## src/rtl/product_accumulator.sv

```systemverilog
// Product accumulator: sums a packet of multiplier products (signed or
// unsigned) into a guarded accumulator, tracks sticky overflow and a
// saturating beat count, and presents one result per packet through a
// single-entry valid/ready output register.
module product_accumulator #(
  parameter int n  = 8,
  parameter int g  = 4,
  parameter int cw = 8
) (
  input  logic                 clk,
  input  logic                 rst,
  input  logic                 up_valid,
  output logic                 up_ready,
  input  logic [2*n-1:0]       up_data,
  input  logic                 up_signed,
  input  logic                 up_last,
  output logic                 down_valid,
  input  logic                 down_ready,
  output logic [2*n+g-1:0]     down_data,
  output logic                 down_overflow,
  output logic [cw-1:0]        down_count
);

  localparam int W = 2*n + g;

  localparam logic [0:0] IDLE = 1'b0;
  localparam logic [0:0] ACC  = 1'b1;

  logic [0:0]    state_q, state_d;
  logic [W-1:0]  sum_q, sum_d;
  logic          ovf_q, ovf_d;
  logic [cw-1:0] cnt_q, cnt_d;
  logic          mode_q, mode_d;

  logic          dv_q, dv_d;
  logic [W-1:0]  dd_q, dd_d;
  logic          dovf_q, dovf_d;
  logic [cw-1:0] dcnt_q, dcnt_d;

  logic          accept;
  logic          mode_eff;
  logic [W-1:0]  ext;
  logic [W:0]    sum_full;
  logic [W-1:0]  sum_new;
  logic          ovf_add;
  logic [cw-1:0] cnt_new;

  // The output register frees up when empty or being drained this cycle;
  // up_valid never feeds back into up_ready.
  assign up_ready = ~dv_q | down_ready;
  assign accept   = up_valid & up_ready;

  // Mode comes from the beat itself at the start of a packet, else from the latch.
  assign mode_eff = (state_q == IDLE) ? up_signed : mode_q;

  // Extend the product, add it, and derive per-addition overflow and the next count.
  always_comb begin
    ext      = mode_eff ? {{g{up_data[2*n-1]}}, up_data} : {{g{1'b0}}, up_data};
    sum_full = {1'b0, sum_q} + {1'b0, ext};
    sum_new  = sum_full[W-1:0];
    if (mode_eff) begin
      ovf_add = (sum_q[W-1] == ext[W-1]) && (sum_new[W-1] != sum_q[W-1]);
    end else begin
      ovf_add = sum_full[W];
    end
    cnt_new = (cnt_q == {cw{1'b1}}) ? cnt_q : cnt_q + 1'b1;
  end

  // Next-state for the packet accumulator, control FSM and output register.
  always_comb begin
    // NOTE: every target gets a default here so no path leaves it unassigned,
    // which would otherwise infer a latch.
    state_d = state_q;
    sum_d   = sum_q;
    ovf_d   = ovf_q;
    cnt_d   = cnt_q;
    mode_d  = mode_q;
    dv_d    = dv_q;
    dd_d    = dd_q;
    dovf_d  = dovf_q;
    dcnt_d  = dcnt_q;

    if (dv_q && down_ready) begin
      dv_d = 1'b0;
    end

    if (accept) begin
      if (up_last) begin
        dv_d    = 1'b1;
        dd_d    = sum_new;
        dovf_d  = ovf_q | ovf_add;
        dcnt_d  = cnt_new;
        state_d = IDLE;
        sum_d   = '0;
        ovf_d   = 1'b0;
        cnt_d   = '0;
        mode_d  = 1'b0;
      end else begin
        state_d = ACC;
        sum_d   = sum_new;
        ovf_d   = ovf_q | ovf_add;
        cnt_d   = cnt_new;
        mode_d  = mode_eff;
      end
    end
  end

  // State registers; reset discards any partial packet and any held result.
  always_ff @(posedge clk or negedge rst) begin
    if (!rst) begin
      state_q <= IDLE;
      sum_q   <= '0;
      ovf_q   <= 1'b0;
      cnt_q   <= '0;
      mode_q  <= 1'b0;
      dv_q    <= 1'b0;
      dd_q    <= '0;
      dovf_q  <= 1'b0;
      dcnt_q  <= '0;
    end else begin
      // NOTE: non-blocking assignments so every register samples pre-edge values.
      state_q <= state_d;
      sum_q   <= sum_d;
      ovf_q   <= ovf_d;
      cnt_q   <= cnt_d;
      mode_q  <= mode_d;
      dv_q    <= dv_d;
      dd_q    <= dd_d;
      dovf_q  <= dovf_d;
      dcnt_q  <= dcnt_d;
    end
  end

  assign down_valid    = dv_q;
  assign down_data     = dd_q;
  assign down_overflow = dovf_q;
  assign down_count    = dcnt_q;

endmodule

```

## config.mk

```make
export PLATFORM = sky130hd
export DESIGN_NAME = product_accumulator
export DESIGN_NICKNAME = d
export VERILOG_FILES = /design/src/rtl/product_accumulator.sv
export SDC_FILE = /design/constraint.sdc
export NUM_CORES = 1
export LEC_CHECK = 0
export BUFFER_PORTS_ARGS = -buffer_cell sky130_fd_sc_hd__clkbuf_2
export CORE_MARGIN = 4
export CORE_UTILIZATION = 25
export CTS_CLUSTER_DIAMETER = 50
export DETAILED_ROUTE_END_ITERATION = 16
export PLACE_DENSITY = 0.41
export SLEW_MARGIN = 20
export SYNTH_ARGS = -nofsm -noshare
export SYNTH_HDL_FRONTEND = slang
export SYNTH_SLANG_ARGS = --single-unit
```

## constraint.sdc

```tcl
create_clock -name clk -period 2.4 [get_ports clk]
set_input_delay 0.24 -clock clk [delete_from_list [all_inputs] [get_ports clk]]
set_output_delay 0.24 -clock clk [all_outputs]
set_load 0.005 [all_outputs]
```

==> results.yml <==
run_status:
  status: "finished, violations left"
  violations: "setup timing"
grt:
  overflow: 0
  track_usage_pct: 12.7
  grt_pass1_vias: 3147
  antenna_found_initial: 0
  grt_pass1_wl_mm: 16.2
  grt_max_degree: 37
synth:
  ys.flop_type: "dfrtp_1"
  synth_top_area_share_pct: 42.6
  synth_area_mm2: 0.00359
  ys_seq_elements: 61
  yosysTopAreaCell: "dfrtp_1"
  ys_warn_count: 0
  yosys-top-cells-area: "dfrtp_1 (43%), nand2_1 (7.5%), ha_1 (6.3%)"
  synthDistinctLibCells: 60
  synth_edf_count: 0
  ys_seq_area_share_pct: 42.6
  syn_nets: 424
  synth_most_common_cell: "nand2_1"
  yosys-top-cells-count: "nand2_1 (72), dfrtp_1 (61), o21ai_0 (35)"
  synthArstFlopShare_pct: 100
  syn-instance-count: 383
  synth_area_per_cell_um2: 9.37
routing:
  routed_wl_mm: 10.2
  vias: 3100
  viasPerCell: 4.77
  drt_iter0_markers: 166
  final_antenna_net_count: 0
  drc: 0
  drt-pass1-iter-count: 4
  drt-wirelength-per-cell_um: 15.6
place:
  hpwl_mm: 7.26
  io_buffers: 52
  gp_congestion: 0.795
critical_path:
  critical_path_required_ns: 2.62
  path_cells: "ha_2, fa_2, a21o_1, a221oi_4, o221ai_4, a21boi_2, a221o_1, nand3b_1, a32o_1"
  worstPathArrival_ns: 2.67
  crit_fanout: 4
  critPathLaunchType: "register"
  cp-end-kind: "register"
  path_class: "reg -> reg"
  r2r_cells: 9
  crit_slowest_cell: "dfrtp_1"
  critPathMaxStageDelay_ns: 0.38
power:
  power_leakage_nw: 2.24
  power.density_mw_per_mm2: 1110
  max-vdd-ir-drop_v: 0.000463
die:
  ios: 53
  num_rows: 43
  design.die.area_mm2: 0.0163
  coreArea_mm2: 0.0140
  start_util_pct: 25.6
  fp.dieH_um: 128
  die_w_um: 128
sta:
  rsz0062_at_grt: "true"
  tightest_slew_ns: 0.641
  post-route-period-util_pct: 102
  layout_min_cycle_time_ns: 2.45
  finClkSkew_ns: 0.00994
  setup_viol: 5
  slew_violations: 0
  fmax_mhz: 408
  maxSlewHeadroom_pct: 57.3
  hold_slack_ns: 0.222
  fin_ws_ns: -0.0519
  hold_viol: 0
clocking:
  cts-buffers-inserted: 9
  cts_tree: "yes"
  clkLatencyLatePin_ns: 0.34
  clkTransAtPathRegs_ns: 0.05
  clock-sinks: 61
  htree_levels: 3
  cts_buffer_depth: 2
  cts_root_buf: "clkbuf_16"
worst_hold_path:
  min_path_type: "in -> reg"
  min_path_cells: 3
cells_and_area:
  nets: 508
  drive_above_1_share_pct: 31.7
  final_util_pct: 34.4
  area_delta_synth_final_pct: 34.2
  antenna_cells: 0
run:
  maxCapViolCount: 0
worst max-delay path, delay by kind of cell (launching register included):
kind | cells | cell delay [ns]
AO/OA/AOI/OAI | 6 | 1.31
flip-flops | 1 | 0.38
AND/OR/NAND/NOR | 1 | 0.11
adder cells (fa/ha/maj) | 2 | 0.53
metal layers:
layer  global-route usage (%)  vias up  routed length (um)
met5                        0        -                   0
met4                     4.31        0                 163
met3                     4.88       10                 556
met2                     19.0       62                4460
met1                     16.9     1489                4980
li1                         -     1539                   -
logic make-up after synthesis:
| logic type | after synthesis | synth area share, % |
|---|---|---|
| AND/OR/NAND/NOR | 134 | 16.8 |
| AO/OA/AOI/OAI | 114 | 22.6 |
| flip-flops | 61 | 42.6 |
| buffers and inverters | 26 | 2.72 |
| adder cells (fa/ha/maj) | 19 | 6.84 |
| XOR/XNOR | 18 | 5.16 |
| multiplexers | 11 | 3.28 |
per-stage QoR:
| step | setup slack, ns | area [um^2] | cells | TNS [ns] | total power (W) |
|---|---|---|---|---|---|
| 2_1_floorplan | 0.00312 | 3630 | 383 | 0 | 0.00301 |
| 3_3_place_gp | -0.0895 | 4290 | 629 | -0.506 | 0.00377 |
| 3_5_place_dp | -0.111 | 4290 | 629 | -0.644 | 0.00379 |
| 4_1_cts | -0.0893 | 4670 | 649 | -0.189 | 0.00518 |
| 5_1_grt | -0.182 | 4810 | 650 | -1.05 | 0.00575 |
| 6_report | -0.0519 | 4810 | 650 | -0.181 | 0.00534 |
power breakdown:
part | leakage [nW] | internal (W) | switching (W) | total [W]
logic | 1.31 | 0.00118 | 0.00122 | 0.00240
clock network | 0.139 | 0.000818 | 0.000457 | 0.00128
registers | 0.783 | 0.00138 | 0.000279 | 0.00166
total | 2.24 | 0.00338 | 0.00195 | 0.00534
cell usage in the layout (no fill, tap or decap), types with 5 or more instances in the layout:
cell | Yosys | routed
nand2_1 | 72 | 69
buf_4 | 0 | 34
a21oi_1 | 19 | 15
nand3_1 | 9 | 7
inv_1 | 10 | 10
a21o_1 | 8 | 7
clkbuf_16 | 0 | 9
mux2i_1 | 5 | 5
nor3_1 | 6 | 6
o21ai_0 | 35 | 35
nor2_1 | 21 | 21
a22o_1 | 8 | 8
dfrtp_1 | 61 | 61
xor2_1 | 6 | 6
ha_1 | 18 | 9
xnor2_1 | 10 | 8
ha_4 | 0 | 6
and3_1 | 7 | 6
clkbuf_2 | 0 | 51
worst paths after layout:
kind | endpoint | from | slack (ns)
worst max-delay path | sum_q[18]$_DFFE_PN0P_ | sum_q[0]$_DFFE_PN0P_ | -0.05
worst min-delay path | down_valid$_DFF_PN0_ | down_ready | 0.22
worst max register to register | sum_q[18]$_DFFE_PN0P_ | sum_q[0]$_DFFE_PN0P_ | -0.05
worst min register to register | down_count[1]$_DFFE_PN0P_ | down_count[1]$_DFFE_PN0P_ | 0.47
max in group asynchronous | ovf_q$_DFFE_PN0P_ | rst | 1.30
min in group asynchronous | sum_q[3]$_DFFE_PN0P_ | rst | 0.47
timing repair:
action / in CTS / in global routing
setup endpoints to repair: 12 / 20
endpoints found under the hold margin: 25 / 0
resized for setup: 8 / 21
hold buffers: 1 / 0
setup buffers: 5 / 1
pin swaps: 10 / 11
flip-flops by register name (all words and copies together), names as in the netlist:
register	cells
down_data	20
down_overflow	1
state_q	1
ovf_q	1
down_valid	1
cnt_q	8
sum_q	20
down_count	8
mode_q	1
final cells by class:
cell class              instances  area (um^2)
clock buffers                  12          246
clock inverters                 2         35.0
flip-flops and latches         61         1530
inverters                      11         41.3
multi-input cells             296         2190
well taps                     180          225
fillers                      1472         9170
repair buffers                 88          546
No activity file was read; power rests on OpenSTA's default activity.
